### config.mk
export PLATFORM = sky130hd
export DESIGN_NAME = sky130_as_sc_hs_rosc_meter
export DESIGN_NICKNAME = d
export VERILOG_FILES = /design/src/rtl/sky130_as_sc_hs_rosc_meter.sv
export SDC_FILE = /design/constraint.sdc
export NUM_CORES = 1
export LEC_CHECK = 0
export BUFFER_PORTS_ARGS = -buffer_cell sky130_fd_sc_hd__buf_2
export CAP_MARGIN = 20
export CELL_PAD_IN_SITES_DETAIL_PLACEMENT = 0
export CELL_PAD_IN_SITES_GLOBAL_PLACEMENT = 1
export CORE_ASPECT_RATIO = 0.7
export CORE_MARGIN = 2
export CORE_UTILIZATION = 48
export CTS_BUF_LIST = sky130_fd_sc_hd__clkbuf_4
export DETAILED_ROUTE_END_ITERATION = 7
export PLACE_DENSITY = 0.83
export SYNTH_ARGS = -nofsm -noshare
export SYNTH_HDL_FRONTEND = slang
export SYNTH_SLANG_ARGS = --single-unit
### constraint.sdc
create_clock -name CLK -period 5.5 [get_ports CLK]
set_input_delay 0.55 -clock CLK [delete_from_list [all_inputs] [get_ports CLK]]
set_output_delay 0.55 -clock CLK [all_outputs]
set_load 0.03 [all_outputs]
### src/rtl/sky130_as_sc_hs_rosc_meter.sv
// Ring-oscillator controller and edge counter: enables the hs-cell ring, waits for it to settle,
// then counts synchronised rising edges of RO_IN over a programmable window of CLK cycles.
module sky130_as_sc_hs_rosc_meter #(
    parameter int CNT_W         = 16,
    parameter int GATE_W        = 16,
    parameter int SETTLE_CYCLES = 8,
    parameter int SYNC_STAGES   = 2
) (
    input  logic              CLK,
    input  logic              RESET_B,
    input  logic              START,
    input  logic [GATE_W-1:0] GATE_LEN,
    input  logic              RO_IN,
    output logic              RO_EN,
    output logic              BUSY,
    output logic              DONE,
    output logic [CNT_W-1:0]  COUNT,
    output logic              OVF
);

    localparam int SETTLE_W = (SETTLE_CYCLES > 1) ? $clog2(SETTLE_CYCLES) : 1;
    localparam logic [SETTLE_W-1:0] SETTLE_LOAD = SETTLE_W'(SETTLE_CYCLES - 1);
    localparam logic [SETTLE_W-1:0] SETTLE_ONE  = SETTLE_W'(1);
    localparam logic [GATE_W-1:0]   GATE_ONE    = GATE_W'(1);
    localparam logic [CNT_W-1:0]    CNT_ONE     = CNT_W'(1);

    localparam logic [1:0] ST_IDLE    = 2'd0;
    localparam logic [1:0] ST_WARMUP  = 2'd1;
    localparam logic [1:0] ST_MEASURE = 2'd2;
    localparam logic [1:0] ST_DONE    = 2'd3;

    logic [SYNC_STAGES-1:0] r_sync;
    logic                   r_prev;
    logic [1:0]             r_state;
    logic [SETTLE_W-1:0]    r_settle_cnt;
    logic [GATE_W-1:0]      r_gate_cnt;
    logic [CNT_W-1:0]       r_count;
    logic                   r_ovf;
    logic                   r_ro_en;
    logic                   r_busy;
    logic                   r_done;

    logic       w_synced;
    logic       w_rise;
    logic [1:0] w_state_nxt;
    logic       w_start_acc;
    logic       w_run_nxt;
    logic [CNT_W:0] w_inc;

    // Saturating increment; the top bit flags that the count was already at all-ones.
    function automatic logic [CNT_W:0] sat_inc(input logic [CNT_W-1:0] c);
        logic [CNT_W:0] res;
        if (&c) begin
            res = {1'b1, c};
        end else begin
            res = {1'b0, c + CNT_ONE};
        end
        return res;
    endfunction

    assign w_synced = r_sync[SYNC_STAGES-1];
    assign w_rise   = w_synced & ~r_prev;
    assign w_inc    = sat_inc(r_count);
    assign w_run_nxt = (w_state_nxt == ST_WARMUP) || (w_state_nxt == ST_MEASURE);

    // Synchroniser chain and previous-value register for edge detection.
    always_ff @(posedge CLK or negedge RESET_B) begin
        if (!RESET_B) begin
            r_sync <= {SYNC_STAGES{1'b0}};
            r_prev <= 1'b0;
        end else begin
            r_sync <= {r_sync[SYNC_STAGES-2:0], RO_IN};
            r_prev <= w_synced;
        end
    end

    // Next-state logic; a START is only accepted while not busy (IDLE or DONE).
    always_comb begin
        w_state_nxt = r_state;
        w_start_acc = 1'b0;
        case (r_state)
            ST_IDLE, ST_DONE: begin
                if (START) begin
                    w_state_nxt = ST_WARMUP;
                    w_start_acc = 1'b1;
                end else begin
                    w_state_nxt = ST_IDLE;
                end
            end
            ST_WARMUP: begin
                if (r_settle_cnt == {SETTLE_W{1'b0}}) begin
                    if (r_gate_cnt == {GATE_W{1'b0}}) begin
                        w_state_nxt = ST_DONE;
                    end else begin
                        w_state_nxt = ST_MEASURE;
                    end
                end else begin
                    w_state_nxt = ST_WARMUP;
                end
            end
            ST_MEASURE: begin
                if (r_gate_cnt == GATE_ONE) begin
                    w_state_nxt = ST_DONE;
                end else begin
                    w_state_nxt = ST_MEASURE;
                end
            end
            default: begin
                w_state_nxt = ST_IDLE;
            end
        endcase
    end

    // State register and the registered handshake outputs, which follow the next state.
    always_ff @(posedge CLK or negedge RESET_B) begin
        if (!RESET_B) begin
            r_state <= ST_IDLE;
            r_ro_en <= 1'b0;
            r_busy  <= 1'b0;
            r_done  <= 1'b0;
        end else begin
            r_state <= w_state_nxt;
            r_ro_en <= w_run_nxt;
            r_busy  <= w_run_nxt;
            r_done  <= (w_state_nxt == ST_DONE);
        end
    end

    // Settle and gate down-counters; the gate counter holds the latched window length until MEASURE.
    always_ff @(posedge CLK or negedge RESET_B) begin
        if (!RESET_B) begin
            r_settle_cnt <= {SETTLE_W{1'b0}};
            r_gate_cnt   <= {GATE_W{1'b0}};
        end else if (w_start_acc) begin
            r_settle_cnt <= SETTLE_LOAD;
            r_gate_cnt   <= GATE_LEN;
        end else begin
            if ((r_state == ST_WARMUP) && (r_settle_cnt != {SETTLE_W{1'b0}})) begin
                r_settle_cnt <= r_settle_cnt - SETTLE_ONE;
            end
            if ((r_state == ST_MEASURE) && (r_gate_cnt != {GATE_W{1'b0}})) begin
                r_gate_cnt <= r_gate_cnt - GATE_ONE;
            end
        end
    end

    // Edge counter: cleared on an accepted START, saturates instead of wrapping.
    always_ff @(posedge CLK or negedge RESET_B) begin
        if (!RESET_B) begin
            r_count <= {CNT_W{1'b0}};
            r_ovf   <= 1'b0;
        end else if (w_start_acc) begin
            r_count <= {CNT_W{1'b0}};
            r_ovf   <= 1'b0;
        end else if ((r_state == ST_MEASURE) && w_rise) begin
            r_count <= w_inc[CNT_W-1:0];
            r_ovf   <= r_ovf | w_inc[CNT_W];
        end
    end

    assign RO_EN = r_ro_en;
    assign BUSY  = r_busy;
    assign DONE  = r_done;
    assign COUNT = r_count;
    assign OVF   = r_ovf;

endmodule

### Word level (Yosys, flattened, before mapping)

Cells that the tools add are included.

* register bits: 43
* bits of input ports: 20
* output and inout port bits: 20
* word-level logic and storage cells: 54

* add/subtract/negate cells: 3
* equal/unequal tests: 8
* mux-type cells: 16
* bitwise operators: 3
* reductions and logical operators: 15

Operator list (count)
* 16-bit 2-to-1 mux: 4
* 17-bit 2-to-1 mux: 1
* 16-bit by 1-bit adder with 16-bit output (second input constant): 1
* 16-bit by 1-bit == test with 1-bit output (second input constant): 1
* 16-bit zero test: 1
* 16-bit AND reduction: 1
* 16-bit nonzero test: 1
* 16-bit by 1-bit subtractor with 16-bit output (second input constant): 1
* 2-bit == test (second input constant): 4
* 1-bit 2-to-1 mux: 7
* 3-bit 2-to-1 mux: 2
* 2-bit case mux with 3 select lines: 1
* 2-bit nonzero test: 3
* 2-bit by 1-bit == test with 1-bit output (second input constant): 2
* 1-bit logical AND: 3
* 3-bit zero test: 1
* 3-bit nonzero test: 1
* 3-bit by 1-bit subtractor with 3-bit output (second input constant): 1
* 2-bit zero test: 1
* 2-bit 2-to-1 mux: 1
* 2-bit != test (second input constant): 1
* 2-bit AND reduction: 1
* 2-bit OR reduction: 1
* 1-bit bitwise AND: 1
* 3 further kinds: 3

### Longest topological paths before layout

* depth in word-level cells: 6
* depth in mapped cells: 8
* gate-level depth less buffers: 7

### Least setup slack after synthesis

No wires, ideal clock.

* path type: register to register
* start point: reg r_count[0] (netlist: COUNT[0])
* end point: reg r_count[14] (netlist: COUNT[14])
* arrival: 1.773 ns
* setup slack: 3.649 ns
* cell stages (with the launch flop): 6
* clock period less this slack: 1.851 ns
* path through: dfrtp_1 > ha_1 > and4b_1 > o2111a_1 > or3b_2 > a21oi_1

* longest elaborated chain between the ends: 4
* elaborated cells between the ends (all ways): 7
* those cells by class: 1 x add/sub; 1 x eq/ne; 3 x mux; 2 x reduce/logical

RTL lines
* from (decl): RTL line 37 `logic [CNT_W-1:0] r_count;`
* from (signal assigned): RTL line 150 `r_count <= {CNT_W{1'b0}};`
* from (signal assigned): RTL line 153 `r_count <= {CNT_W{1'b0}};`
* from (signal assigned): RTL line 156 `r_count <= w_inc[CNT_W-1:0];`
* 16-bit by 1-bit adder with 16-bit output: RTL line 56 `res = {1'b0, c + CNT_ONE};`
* 17-bit 2-to-1 mux: RTL line 53 `if (&c) begin`
* 16-bit 2-to-1 mux: RTL line 155 `end else if ((r_state == ST_MEASURE) && w_rise) begin`
* 16-bit 2-to-1 mux: RTL line 152 `end else if (w_start_acc) begin`

Several ways; a longest one is shown, not always the timed one. The select of a mux whose other input is x is not followed.
A chain may end at the register's enable or synchronous reset.

### Worst setup path after layout

* start point: reg r_state[0]
* end point: reg r_count[7] (netlist: COUNT[7])

* longest elaborated chain between the ends: 5
* elaborated cells between the ends (all ways): 10
* those cells by class: 3 x eq/ne; 2 x mux; 5 x reduce/logical

RTL lines
* from (decl): RTL line 34 `logic [1:0] r_state;`
* from (signal assigned): RTL line 122 `r_state <= w_state_nxt;`
* 2-bit == test / 2-bit zero test (equally long branches): RTL line 81 `case (r_state)`
* 2-bit OR reduction: RTL line 81
* 1-bit 2-to-1 mux: RTL line 81
* 2-bit != test (no line) / 2-bit nonzero test (equally long branches)
* 2-bit AND reduction (no line)

Several ways; a longest one is shown, not always the timed one.

==> out/summary.json <==
{
  "clk_pin_slew_ns": 0.12,
  "critical_path.reg2reg.endpoint": "COUNT[7]$_DFFE_PN0P_",
  "crit-reg2reg-launch": "r_state[0]$_DFF_PN0_",
  "post_synth_instance_area_mm2": 0.002449,
  "hold_class": "input pin to asynchronous set/reset pin",
  "run_status": "completed",
  "placed_cell_area_mm2": 0.002696,
  "rsz_0062_raised_after_global_routing": "no",
  "grt_max_degree": 44,
  "clock_path_buffers": 2,
  "setup_violations": 0,
  "crit_path_start_kind": "flop",
  "global_route.overflow_total": 0,
  "grt_antenna_before_repair": 0,
  "synth.lib_cells_used.distinct": 50,
  "ir_drop_worst_case_vdd_mv": 0.1923,
  "cp.required_ns": 5.78,
  "netlist.top_cell.by_area": "dfrtp_1",
  "ff2ff_path_depth": 6,
  "asyncSetResetFlopFracSynth_pct": 100.0,
  "cts.htree.levels": 2,
  "synth-seq-area-share_pct": 43.94,
  "design.die.area_mm2": 0.005697,
  "final_hold_viol_count": 0,
  "min_period_ns": 2.171,
  "drive_gt1_share_pct": 19.40,
  "detail_route.wirelength_um": 5716,
  "syn_inst": 261,
  "cts_buffers": 5,
  "max_freq_mhz": 460.6,
  "crit_fanout": 13,
  "tritoncts": "done",
  "ys_ff_latch": 43,
  "crit_path_start": "r_state[0]$_DFF_PN0_",
  "layout_commonest_cell": "dfrtp_1",
  "postCtsHoldBufs": 0,
  "clock-sinks": 43,
  "routability_driven_placement_congestion_ratio": 0.8167,
  "detail_route.vias_per_cell": 5.829,
  "path_class": "flop to flop",
  "crit_arrival_ns": 2.46,
  "worstSkewPairLatency_ns": 0.35,
  "design_area_mm2": 0.002763,
  "die_y_um": 63.76,
  "tightestPinTransition_ns": 0.5880,
  "rrSetupSlack_ns": 3.33,
  "syn_avg_cell_area_um2": 9.382,
  "detailedPlacementHpwl_um": 4157,
  "synthToLayoutAreaGrowth_pct": 12.83,
  "synth_edf_count": 0,
  "power.leakage_nw": 1.077,
  "clock_skew_ns": 0.007229,
  "mostFrequentLayoutCells": "dfrtp_1, buf_2, nand2_1, o21ai_0, a21oi_1",
  "power_density_mw_per_mm2": 270.5,
  "drt-pass1-iter-count": 4,
  "synth.net_count": 289,
  "yosysWarnings": 0,
  "cts-root-buf": "clkbuf_4",
  "design.core.area_mm2": 0.004835,
  "grtUsageTotal_pct": 22.00,
  "synthTopCellsByArea": "dfrtp_1, nand2_1, ha_1, o21ai_0, a21oi_1",
  "port-buffer-count": 39,
  "cp-end-kind": "flop",
  "synth_top_cell_area_share_pct": 43.94,
  "timing.max_slew.rel_slack_pct": 60.25,
  "placement_rows": 21,
  "min_period_over_period_pct": 39.48,
  "avgRoutedWirePerCell_um": 15.53,
  "resized_gates_after_cts": 0,
  "remaining_drc_errors": 0,
  "die_w_um": 89.37,
  "floorplan.io_pins": 40,
  "place_inst": 360,
  "final_net_count": 327,
  "final-max-slew-violation-count": 0,
  "finish.cell_count_without_fillers": 368,
  "first_global_vias": 1950,
  "dr_total_vias": 2145,
  "antenna_left": 0,
  "postCtsSetupBuffers": 0,
  "num_antenna_cells": 0,
  "setup_tns_ns": 0,
  "initial_core_util_pct": 50.65,
  "ys.flop_type": "dfrtp_1",
  "grt_pass1_wl_um": 9632,
  "drt_iter0_markers": 140,
  "max_cap_viol_count": 0
}
## worst max-delay path, cell delays in order (launching register included)
cell,delay [ns]
dfrtp_1,0.40
inv_1,0.06
ha_1,0.32
nand3b_1,0.19
or2_2,0.45
or4_1,0.53
a21oi_1,0.15
## stage by stage
step | utilization [%] | hold slack (ns) | worst slack [ns] | power [mW]
floorplan | - | 0.2544 | 3.649 | 0.5356
global placement | 55.77 | 0.3334 | 3.395 | 0.6008
detailed placement | 55.77 | 0.3471 | 3.353 | 0.6036
CTS | 56.73 | 0.2792 | 3.310 | 0.7509
global route | 57.14 | 0.1270 | 3.086 | 0.7962
finish | 57.14 | 0.1210 | 3.329 | 0.7473
## where the power goes
| part | internal, mW | switching (mW) | total (mW) |
|---|---|---|---|
| Clock | 0.0455 | 0.102 | 0.148 |
| Sequential | 0.347 | 0.0461 | 0.394 |
| Combinational | 0.0672 | 0.139 | 0.206 |
## state kept, by name (all words and copies together) (netlist names)
name          count
BUSY              1
COUNT            16
DONE              1
OVF               1
r_gate_cnt       16
r_prev            1
r_settle_cnt      3
r_state           2
r_sync            2
## kinds of logic (layout without fill, tap and decap cells)
group / after synthesis / after routing / synth area share [%]
and+or+nand+nor: 109 / 109 / 26.26
AOI/OAI and AO/OA: 73 / 73 / 19.52
DFF: 43 / 43 / 43.94
buffers and inverters: 22 / 60 / 3.832
adders and majority gates: 8 / 8 / 4.088
xor gates and xnor gates: 3 / 3 / 1.073
muxes: 3 / 3 / 1.277
## final cells by class
type,instances,area (µm²)
sequential,43,1076
clock inverter,2,8.758
clock buffer,5,37.54
timing repair buffer,43,237.7
multi-input combinational,196,1279
tap,69,86.33
fill,468,2072
inverter,10,37.54
## layer usage
metal / up-vias / wire (µm) / GRT usage (%)
met1: 1020 / 3182 / 36.21
met3: 2 / 256 / 5.297
met5: - / 0 / 0
li1: 1076 / - / -
met4: 0 / 36 / 5.597
met2: 47 / 2242 / 28.24
## cells in the mapped netlist (all sizes together), types with 2 or more instances
library cell and number:
and2 2, inv 10, nand4 7, nor3 6, or3 7, buf 5
nor4 6, dfrtp 43, nand2 27, o211ai 4, ha 8, a21oi 16
or4b 2, nand3 9, o31ai 6, or4 5, o21ai 17, or2 2
xnor2 2, nor2 13, mux2i 2, and3 6, o41ai 8, o311ai 3
o21a 2, nand2b 4, nor4b 2, a31oi 10, clkbuf 7, nand3b 3
and4 2
## worst max-delay path by stage
stage	to	depth (start not counted)
after floorplan	COUNT[14]$_DFFE_PN0P_	5
after global placement	COUNT[7]$_DFFE_PN0P_	6
after detailed placement	r_gate_cnt[15]$_DFFE_PN0P_	6
after CTS	COUNT[7]$_DFFE_PN0P_	6
after global routing	r_gate_cnt[15]$_DFFE_PN0P_	6
final	COUNT[7]$_DFFE_PN0P_	6
(Power assumes the default switching activity.)
